## config.mk

```make
export PLATFORM = sky130hd
export DESIGN_NAME = bolme_kontrol
export DESIGN_NICKNAME = d
export VERILOG_FILES = /design/src/rtl/bolme_pkg.sv /design/src/rtl/bcd_duzelt.sv /design/src/rtl/bolme_kontrol.sv
export SDC_FILE = /design/constraint.sdc
export NUM_CORES = 1
export LEC_CHECK = 0
export CORE_MARGIN = 2
export CORE_UTILIZATION = 30
export DETAILED_ROUTE_END_ITERATION = 8
export GPL_TIMING_DRIVEN = 0
export HOLD_SLACK_MARGIN = 0.02
export PLACE_DENSITY = 0.45
export REMOVE_ABC_BUFFERS = 1
export SETUP_SLACK_MARGIN = 0.4
export SLEW_MARGIN = 10
export SYNTH_ARGS = -nofsm -noshare
export SYNTH_HDL_FRONTEND = slang
export SYNTH_SLANG_ARGS = --single-unit
```

## constraint.sdc

```tcl
create_clock -name clk -period 3.9 [get_ports clk]
set_input_delay 0.39 -clock clk [delete_from_list [all_inputs] [get_ports clk]]
set_output_delay 0.39 -clock clk [all_outputs]
set_load 0.02 [all_outputs]
```

## src/rtl/bolme_pkg.sv

```systemverilog
// Shared types and constants for the bolme_kontrol sequential fixed-point divider.
package bolme_pkg;

  typedef enum logic [2:0] {BOSTA, CARP, BOL, BCD, BITTI} durum_t;

  localparam int BOL_ADIM  = 15;
  localparam int BCD_ADIM  = 15;
  localparam int CARPAN    = 25;

  localparam int BOLUNEN_W = 10;
  localparam int BOLEN_W   = 6;
  localparam int BOLUM_W   = 15;
  localparam int BCD_W     = 20;
  localparam int SAYAC_W   = 4;

  localparam logic [SAYAC_W-1:0] BOL_SON = SAYAC_W'(BOL_ADIM - 1);
  localparam logic [SAYAC_W-1:0] BCD_SON = SAYAC_W'(BCD_ADIM - 1);

  // 25 = 16 + 8 + 1, so this reduces to two shifted adds; 1023*25 still fits in 15 bits.
  function automatic logic [BOLUM_W-1:0] olcekle(input logic [BOLUNEN_W-1:0] d);
    return BOLUM_W'(d) * BOLUM_W'(CARPAN);
  endfunction

endpackage

```

## src/rtl/bcd_duzelt.sv

```systemverilog
// One double-dabble correction step: add 3 to every BCD nibble that is 5 or more.
module bcd_duzelt
  import bolme_pkg::*;
(
  input  logic [BCD_W-1:0] ham,
  output logic [BCD_W-1:0] duzeltilmis
);

  always_comb begin
    // NOTE: the full-vector default before the loop keeps every bit assigned on all paths, so no latch is inferred.
    duzeltilmis = ham;
    for (int i = 0; i < BCD_W / 4; i++) begin
      if (ham[4*i +: 4] >= 4'd5)
        duzeltilmis[4*i +: 4] = ham[4*i +: 4] + 4'd3;
    end
  end

endmodule

```

## src/rtl/bolme_kontrol.sv

```systemverilog
// Sequential divider: Q = floor(bolunen*25/bolen) by restoring division, then BCD by double-dabble.
module bolme_kontrol
  import bolme_pkg::*;
(
  input  logic                 clk,
  input  logic                 rst_n,
  input  logic                 baslat,
  input  logic [BOLUNEN_W-1:0] bolunen,
  input  logic [BOLEN_W-1:0]   bolen,
  output logic                 mesgul,
  output logic                 bitti,
  output logic                 hata,
  output logic [3:0]           yuzler,
  output logic [3:0]           onlar,
  output logic [3:0]           birler,
  output logic [3:0]           ondalik1,
  output logic [3:0]           ondalik2
);

  durum_t               durum;
  logic [BOLUNEN_W-1:0] bolunen_r;
  logic [BOLEN_W-1:0]   bolen_r;
  logic [BOLUM_W-1:0]   kay;      // scaled dividend, shifted out MSB-first; quotient shifts in behind it
  logic [BOLEN_W-1:0]   kalan;
  logic [SAYAC_W-1:0]   sayac;
  logic [BCD_W-1:0]     bcd;
  logic [BCD_W-1:0]     sonuc;

  logic [BOLEN_W:0]     kalan_kaydir;
  logic                 q_bit;
  logic [BOLEN_W-1:0]   fark;
  logic [BCD_W-1:0]     duz;
  logic [BCD_W-1:0]     bcd_kaydir;

  // Remainder stays below bolen (<= 63), so after the shift it fits 7 bits and the difference fits 6.
  assign kalan_kaydir = {kalan, kay[BOLUM_W-1]};
  assign q_bit        = (kalan_kaydir >= {1'b0, bolen_r});
  assign fark         = kalan_kaydir[BOLEN_W-1:0] - bolen_r;

  bcd_duzelt u_bcd_duzelt (
    .ham         (bcd),
    .duzeltilmis (duz)
  );

  assign bcd_kaydir = BCD_W'({duz, kay[BOLUM_W-1]});

  assign mesgul   = (durum != BOSTA);
  assign yuzler   = sonuc[19:16];
  assign onlar    = sonuc[15:12];
  assign birler   = sonuc[11:8];
  assign ondalik1 = sonuc[7:4];
  assign ondalik2 = sonuc[3:0];

  // NOTE: datapath registers are reset too, so an aborted operation leaves nothing behind after rst_n.
  always_ff @(posedge clk or negedge rst_n) begin
    if (!rst_n) begin
      durum     <= BOSTA;
      bolunen_r <= '0;
      bolen_r   <= '0;
      kay       <= '0;
      kalan     <= '0;
      sayac     <= '0;
      bcd       <= '0;
      sonuc     <= '0;
      bitti     <= 1'b0;
      hata      <= 1'b0;
    end else begin
      // NOTE: non-blocking assignments so every register in this block sees the pre-edge values.
      bitti <= 1'b0;
      case (durum)
        // BITTI's exit edge doubles as the first BOSTA sampling edge, giving a 32-cycle issue interval.
        BOSTA, BITTI: begin
          durum <= BOSTA;
          if (baslat) begin
            bolunen_r <= bolunen;
            bolen_r   <= bolen;
            if (bolen == '0) begin
              hata  <= 1'b1;
              sonuc <= '0;
              bitti <= 1'b1;
              durum <= BITTI;
            end else begin
              hata  <= 1'b0;
              durum <= CARP;
            end
          end
        end
        CARP: begin
          kay   <= olcekle(bolunen_r);
          kalan <= '0;
          sayac <= '0;
          durum <= BOL;
        end
        BOL: begin
          kalan <= q_bit ? fark : kalan_kaydir[BOLEN_W-1:0];
          kay   <= {kay[BOLUM_W-2:0], q_bit};
          if (sayac == BOL_SON) begin
            sayac <= '0;
            bcd   <= '0;
            durum <= BCD;
          end else begin
            sayac <= sayac + 4'd1;
          end
        end
        BCD: begin
          bcd <= bcd_kaydir;
          kay <= {kay[BOLUM_W-2:0], 1'b0};
          if (sayac == BCD_SON) begin
            sayac <= '0;
            sonuc <= bcd_kaydir;
            bitti <= 1'b1;
            durum <= BITTI;
          end else begin
            sayac <= sayac + 4'd1;
          end
        end
        default: durum <= BOSTA;
      endcase
    end
  end

endmodule

```

## Yosys cells after proc, flatten, opt, wreduce, memory -nomap -nowiden

Index checks and enable logic that the tools add are counted.
W data, S select, Z words.

- Register bits after elaboration: 86
- Bits of input ports: 19
- Output and inout bits: 23
- Word-level logic and storage cells: 72

- Add/subtract/negate cells: 7
- Multipliers: 1
- Order comparisons: 6
- Equal/unequal tests: 9
- Muxes and demuxes: 25
- Reduce and logical (&&, ||, !) cells: 14

Operators with widths:

| operator | number |
|---|---|
| $mux W20 | 4 |
| $pmux W20 S2 | 2 |
| $pmux W15 S3 | 1 |
| $ge A4 B3 Y1 const B | 5 |
| $mux W4 | 5 |
| $add A4 B2 Y4 const B | 4 |
| $mul A10 B5 Y15 const B | 1 |
| $mux W3 | 5 |
| $pmux W3 S4 | 1 |
| $pmux W6 S2 | 1 |
| $ne A2 B2 Y1 const B | 4 |
| $pmux W4 S2 | 1 |
| $reduce_bool A2 Y1 | 4 |
| $ge A7 B6 Y1 | 1 |
| $eq A3 B2 Y1 const B | 2 |
| $logic_not A6 Y1 | 1 |
| $mux W6 | 1 |
| $reduce_and A2 Y1 | 3 |
| $reduce_bool A3 Y1 | 2 |
| $sub A6 B6 Y6 | 1 |
| $add A4 B1 Y4 const B | 1 |
| $eq A4 B4 Y1 const B | 1 |
| $reduce_and A4 Y1 | 1 |
| $reduce_or A2 Y1 | 2 |
| 6 further kinds | 8 |

## Logic depth before layout (Yosys ltp)

Gate-level depths: netlist of the first run.

- Depth in word-level cells: 4
- Gate-level depth with buffers: 11

## Modules after synthesis

A second synthesis of the first run with hierarchy kept.

- Cells, all modules: 554
- Area total of the unflattened synthesis: 5,147.4 sq um

By module, submodules not included:

| module | times used | cells an instance | area an instance (sq um) | seq. area each (sq um) |
|---|---|---|---|---|
| bolme_kontrol | 1 | 474 | 4,640.7 | 2,152.1 |
| bcd_duzelt | 1 | 80 | 506.7 | 0.0 |

## Worst setup path before layout of the first run

No wires, ideal clock.

- Path type: flip-flop to flip-flop
- Start point: reg bolunen_r[2]
- End point: reg kay[10]
- Library setup time: 0.072 ns
- Arrival: 2.744 ns
- Slack: 1.084 ns
- Stages on the path, launching flop included: 10
- Cell sequence: dfrtp_1 -> ha_1 -> ha_1 -> fa_1 -> ha_1 -> nor2b_1 -> o31a_1 -> o22ai_1 -> mux2_2 -> nor2_1

- Cells in the longest elaborated chain, start to end: 2

RTL lines:

| element | line | RTL |
|---|---|---|
| from (decl) | bolme_kontrol.sv:21 | `logic [BOLUNEN_W-1:0] bolunen_r;` |
| from (signal assigned) | bolme_kontrol.sv:75 | `bolunen_r <= bolunen;` |
| $mul A10 B5 Y15 | bolme_pkg.sv:21 | `return BOLUM_W'(d) * BOLUM_W'(CARPAN);` |
| $pmux W15 S3 | bolme_kontrol.sv:70 | `case (durum)` |
| to (signal assigned) | bolme_kontrol.sv:89 | `kay <= olcekle(bolunen_r);` |
| to (signal assigned) | bolme_kontrol.sv:96 | `kay <= {kay[BOLUM_W-2:0], q_bit};` |
| to (signal assigned) | bolme_kontrol.sv:107 | `kay <= {kay[BOLUM_W-2:0], 1'b0};` |
| to (decl) | bolme_kontrol.sv:23 | `logic [BOLUM_W-1:0] kay;` |

Every way passes these cells.
A chain may end at the register's enable or synchronous reset.

## Worst setup path after layout of the first run

- Start point: reg bolunen_r[3]
- End point: reg kay[13]

Same word-level chain as after synthesis.

==> results of run 1 <==
[layout by cell type, fill, tap and decap left out, types with 2 or more instances in the layout]
master | Yosys | layout
dfrtp_1 | 86 | 86
nand2_1 | 70 | 69
o21ai_0 | 62 | 61
ha_1 | 53 | 53
clkdlybuf4s50_1 | 0 | 40
inv_1 | 39 | 39
a21oi_1 | 20 | 20
nor2_1 | 18 | 18
nor3_1 | 14 | 14
a21o_1 | 14 | 14
nand2b_1 | 12 | 12
xor2_1 | 11 | 11
nand3_1 | 9 | 9
a211oi_1 | 9 | 9
mux2_2 | 9 | 9
clkbuf_16 | 0 | 9
a22oi_1 | 8 | 8
nor2b_1 | 8 | 7
xnor2_1 | 7 | 7
a22o_1 | 6 | 6
fa_1 | 6 | 6
o22ai_1 | 5 | 5
mux2_4 | 5 | 5
mux2i_1 | 4 | 4
and2_1 | 3 | 3
or2_2 | 3 | 3
and3_1 | 3 | 3
a31oi_1 | 3 | 3
or3_1 | 2 | 2
o21ai_2 | 0 | 2
o21a_1 | 2 | 2
nand4_1 | 2 | 2
a221o_1 | 2 | 2
clkinv_4 | 0 | 2
clkbuf_8 | 0 | 2
inv_6 | 0 | 2
buf_8 | 0 | 2
[final timing paths]
path                       cells after the start  slack, ns                  endpoint                     start
max                                           11       0.84       kay[13]$_DFFE_PN0P_  bolunen_r[3]$_DFFE_PN0P_
min reg2reg                                    2       0.48        kay[9]$_DFFE_PN0P_        kay[9]$_DFFE_PN0P_
max reg2reg                                   11       0.84       kay[13]$_DFFE_PN0P_  bolunen_r[3]$_DFFE_PN0P_
min in group clk                               2       0.48        kay[9]$_DFFE_PN0P_        kay[9]$_DFFE_PN0P_
max in group asynchronous                      2       3.21      sonuc[2]$_DFFE_PN0P_                     rst_n
min                                            1       0.07  bolunen_r[5]$_DFFE_PN0P_                     rst_n
[metrics by stage]
step / TNS, ns / total power [µW] / hold slack (ns) / setup slack (ns)
floorplan: 0 / 3660 / 0.0944 / 0.776
global route: 0 / 5850 / 0.117 / 0.556
detailed placement: -0.444 / 4410 / 0.469 / -0.0589
finish: 0 / 5220 / 0.0674 / 0.844
CTS: 0 / 5310 / 0.0937 / 0.451
global placement: -102.19 / 4330 / 0.458 / -1.07
[per-layer routing]
layer	wire length, µm	track usage [%]
met5	0	0
met4	219	5.44
met3	266	2.40
met2	4820	20.6
met1	5700	18.4
[area by class of cell]
cell class	instances	area, µm²	area share, %
clock buffers	11	253	4.15
clock inverters	5	40.0	0.658
inverters	39	146	2.41
multi-input cells	386	2750	45.2
flip-flops and latches	86	2150	35.4
well taps	220	275	4.52
repair buffers	44	465	7.65
[flip-flops by register name, indices dropped and copies added (netlist names)]
register / flops
sayac: 4
bolunen_r: 10
hata: 1
kalan: 6
bolen_r: 6
sonuc: 20
bitti: 1
bcd: 20
kay: 15
durum: 3
[what timing repair did]
item                       CTS  global route
gates cloned                 1             0
setup endpoints to repair   21            20
setup buffers                0             0
resized for setup            1             1
hold buffers                 0             0
hold endpoints to repair     0             0
pin swaps                    1             0
[power breakdown]
part	leakage [µW]	total, µW	switching, µW	internal (µW)
Sequential	0.00111	1500	295	1200
Combinational	0.00159	2860	1580	1290
Clock	0.000146	861	388	473
[logic make-up after synthesis]
group	Yosys count	synth area share, %
AND/OR/NAND/NOR	150	13.8
adder cells (fa/ha/maj)	59	15.3
buffers and inverters	56	4.57
AO/OA/AOI/OAI	140	16.9
XOR/XNOR	18	3.08
multiplexers	18	4.23
flip-flops	86	42.1
==> run summary, run 1 <==
status = finished, final reports clean
global placer's final weighted congestion = 0.810
top cell type's share of synthesized area = 42.1%
Die Area = 18100 µm²
Arr. time, crit path = 3.32 ns
PortBufs = 41
Leak = 0.00285 µW
Initial Utilization = 30.7%
post-synthesis cell type count = 49
Ys Warns = 0
total of max-cap violations = 0
post-DP HPWL = 7740 µm
Post-synth EDFFs = 0
Wirelength per Cell = 13.9 µm
Longest Clk Path Bufs = 2
via/cell ratio = 4.86
Tightest Hold Check Type = in -> async
top cells by count, synth = dfrtp_1 (86), nand2_1 (70), o21ai_0 (62)
Startpoint Class = flip-flop
fin util = 36.6%
Slew Viols, Final = 0
Root Driver = clkbuf_16
Die Span X = 135 µm
Final Hold Vio Count = 0
Post-DP Area = 5780 µm²
Finished Layout Cells = 791
WS Path Type = reg -> reg
Synth Cell Area = 5110 µm²
Skew-Pair Late Insertion Delay = 0.35 ns
max incr delay on CP = 0.50 ns
CP required = 4.17 ns
Tmin final = 3.06 ns
Core Box Area = 16600 µm²
CTS Buf Count = 9
via count = 3844
Area contributors post-synth = dfrtp_1 (42%), ha_1 (13%), o21ai_0 (6.1%)
post-route ant nets = 0
Worst Tran Pin Value = 0.851 ns
fin nets = 644
final setup vio count = 0
post-synthesis sequential area ratio = 42.1%
WL final = 11000 µm
first-pass GRT wire length = 19100 µm
flops & latches, synth = 86
io pins = 42
CP max-delay cell = fa_1
worst clock skew = 0.00696 ns
vias in the first global route = 3842
cells along the critical path = ha_1 > ha_1 > inv_1 > fa_1 > inv_1 > ha_1 > o21ai_0 > o21ai_0 > a31oi_1 > xor2_1 > a21oi_1
CP most frequent cell = ha_1
worst path buffer plus inverter count = 2
Cells after DPL = 774
Die Y = 135 µm
Avg Cell Area, Syn = 9.71 µm²
count leader, synth = dfrtp_1
Tot GR Track Use = 13.3%
fmax = 0.327 GHz
Pwr Density = 858 nW/µm²
share of layout cells above drive strength 1 = 8.06%
TritonCTS clock tree = done
peak supply drop = 0.336 mV
Antenna Cells = 0
GRT overflow = 0
row count = 47
Synth area leader = dfrtp_1
CTS Sinks = 86
router iterations before antenna repair = 4
RSZ-0062 raised after global routing = false
initial antenna violation count = 0
CP Max Fanout = 4
DRC violations left = 0
ys flop type = dfrtp_1
Synth async-reset ratio = 100%
1st-iter DRT viols = 156
Cells after Synth = 527
final instance area = 6080 µm²
Tcrit/Tclk final = 78.4%
fill count = 1688
CP top delay family = adder cells
Critical Path End Type = flip-flop
largest net degree at the start of global routing = 46
Slew HR = 43.0%
H-tree Lvls = 3
CTS clk-pin slew, worst paths = 0.07 ns
area delta synth->final = 18.9%
No activity file was read; power rests on OpenSTA's default activity.
==> run 2, diff against run 1 <==
Clock period 3.9 ns to 3.2 ns, I/O delays scaled along.
==> run 2 against run 1 <==
The flow now finishes with violations (negative hold slack); clock power grew 22%; sequential power up 22%; clock skew up 0.00066 ns; worst setup slack got worse by 0.45 ns; combinational power up 48%; count of clock-buffer cells in the layout did not move; core utilization is 1.8 points higher; critical path depth down 2; design area rose by 4.9%; die area is the same.
==> run summary, run 2 (same netlist as run 1, synthesis figures left out) <==
status = finished, violations left
failing checks = negative hold slack
CP Max Fanout = 4 (unchanged)
Clock power frac = 14.8% (-1.7 points)
Comb power frac = 59.5% (+4.6 points)
worst path buffer plus inverter count = 0 (-2)
worst reg-to-reg path cell count = 9 (-2)
CP top delay family = adder cells
H-tree Lvls = 3 (unchanged)
Startpoint Class = flip-flop
PortBufs = 41 (unchanged)
worst clock skew = 0.00762 ns (+0.000658 ns)
sw power = 3020 µW (+34%)
CP most frequent cell = ha_4
area delta synth->final = 24.8%
router iterations before antenna repair = 4 (unchanged)
CTS Buf Count = 9 (unchanged)
peak supply drop = 0.504 mV (+50%)
max incr delay on CP = 0.58 ns (+0.08 ns)
reg-to-reg endpoint = kay[10]$_DFFE_PN0P_
CTS Sinks = 86 (unchanged)
via count = 3900 (+1.5%)
WS Path Type = reg -> reg
Slew HR = 44.2% (+1.2 points)
final setup vio count = 0 (unchanged)
Crit. Startpoint = bolunen_r[3]$_DFFE_PN0P_
initial antenna violation count = 0 (unchanged)
share of power burned in registers = 25.8% (-2.9 points)
Int Power = 4080 µW (+38%)
reg-to-reg startpoint = bolunen_r[3]$_DFFE_PN0P_
Slew Viols, Final = 0 (unchanged)
critical path depth = 9 (-2)
TritonCTS clock tree = done
1st-iter DRT viols = 121 (-22%)
CP required = 3.48 ns (-0.69 ns)
Arr. time, crit path = 3.08 ns (-0.24 ns)
final instance area = 6380 µm² (+4.9%)
row count = 47 (unchanged)
via/cell ratio = 4.86 (about the same)
post-DP HPWL = 7740 µm (unchanged)
Wirelength per Cell = 14.0 µm (+1.0%)
vias in the first global route = 3878 (+0.94%)
Final Hold Vio Count = 3 (+3)
CP max-delay cell = fa_1
Critical Path End Type = flip-flop
share of layout cells above drive strength 1 = 14.6% (+6.5 points)
RSZ-0062 raised after global routing = true
Die Area = 18100 µm² (unchanged)
Net Sw Frac = 42.6% (-0.75 points)
Finished Layout Cells = 802 (+1.4%)
DRC violations left = 0 (unchanged)
Worst Tran Pin Value = 0.834 ns (-0.0174 ns)
Tmin final = 2.80 ns (-0.253 ns)
met2 wire length = 5090 µm (+5.6%)
fill count = 1648 (-2.4%)
Leak = 0.00292 µW (+2.4%)
commonest non-fill, non-tap cell in the layout = dfrtp_1
total of max-cap violations = 0 (unchanged)
multi-input logic area = 2950 µm² (+7.2%)
hold_ws = -0.00211 ns (-0.0695 ns)
Core Box Area = 16600 µm² (unchanged)
Largest regs = bcd x20, sonuc x20, kay x15
Antenna Cells = 0 (unchanged)
WL met1 = 5730 µm (+0.51%)
fin nets = 655 (+1.7%)
Longest Clk Path Bufs = 2 (unchanged)
Initial Utilization = 30.7% (unchanged)
Tot GR Track Use = 13.4% (+0.056 points)
WL final = 11300 µm (+2.4%)
Worst Setup EP = kay[10]$_DFFE_PN0P_
Skew-Pair Late Insertion Delay = 0.35 ns (about the same)
top sig layer = met4
fin util = 38.4% (+1.8 points)
cells along the critical path = ha_4 > ha_4 > fa_1 > ha_4 > nor2b_4 > o31a_1 > o22ai_2 > mux2_4 > nor2_4
Post-DP Area = 5780 µm² (unchanged)
post-route ant nets = 0 (unchanged)
fmax = 0.357 GHz (+9.0%)
Pwr Density = 1110 nW/µm² (+30%)
FF-to-FF setup slack = 0.40 ns (-0.45 ns)
global placer's final weighted congestion = 0.810 (unchanged)
Cells after DPL = 774 (unchanged)
Die Span X = 135 µm (unchanged)
CTS clk-pin slew, worst paths = 0.06 ns (about the same)
Reg area = 2160 µm² (+0.29%)
first-pass GRT wire length = 19200 µm (+0.61%)
cts hold-fix bufs = 0 (unchanged)
Root Driver = clkbuf_16
Die Y = 135 µm (unchanged)
Tcrit/Tclk final = 87.6% (+9.2 points)
met3 wire len = 234 µm (-12%)
largest net degree at the start of global routing = 46 (unchanged)
GRT overflow = 0 (unchanged)
io pins = 42 (unchanged)
commonest non-fill, non-tap cells in the layout = dfrtp_1 (81), nand2_1 (69), o21ai_0 (57)
Tightest Hold Check Type = in -> async
==> run 2: changes by cell type in the layout (fill, tap and decap cells not counted), sizes merged <==
cell  change
buf      +11
==> run 2: what timing repair did <==
item                                    CTS  global route
cloned                                    1             0
setup buffers                             7             4
resized for setup                        16            25
pin swaps                                13            15
endpoints found under the setup margin   44            27
==> run 2: worst min-delay path by stage <==
stage | start | slack, ns | to | cells after the start
global route | rst_n | 0.05 | bolunen_r[5]$_DFFE_PN0P_ | 1
floorplan | rst_n | 0.02 | bcd[0]$_DFFE_PN0P_ | 0
global placement | kay[9]$_DFFE_PN0P_ | 0.46 | kay[9]$_DFFE_PN0P_ | 2
detailed placement | rst_n | 0.40 | bolunen_r[8]$_DFFE_PN0P_ | 1
CTS | rst_n | 0.02 | bolunen_r[5]$_DFFE_PN0P_ | 1
finish | rst_n | -0.002 | bolunen_r[8]$_DFFE_PN0P_ | 1
==> run 2: area by class of cell <==
class                           count  area share [%]
Clock inverter                      5           0.627
Multi-Input combinational cell    386            46.2
Inverter                           39            2.29
Clock buffer                       11            3.96
Tap cell                          220            4.31
Timing Repair Buffer               55            8.78
Sequential cell                    86            33.8
==> run 2: metrics by stage <==
step / total power [µW] / TNS, ns / setup slack, ns
floorplan: 4460 / 0 / 0.0758
global placement: 5270 / -173.06 / -1.70
detailed placement: 5380 / -14.00 / -0.759
CTS: 6750 / 0 / 0.337
global route: 7850 / 0 / 0.307
finish: 7100 / 0 / 0.397
==> run 2: power by group through the flow <==
stage / Combinational (µW) / Clock [µW] / Sequential, µW
floorplan: 2700 / 0 / 1770
global placement: 3440 / 0 / 1840
detailed placement: 3530 / 0 / 1840
CTS: 3840 / 1090 / 1820
global route: 4820 / 1140 / 1890
finish: 4220 / 1050 / 1830
==> run 2: per-layer routing <==
layer / vias up / global-route usage (%)
met5: - / 0
met4: 0 / 5.44
met3: 17 / 2.40
met2: 42 / 21.0
met1: 1894 / 18.3
li1: 1947 / -
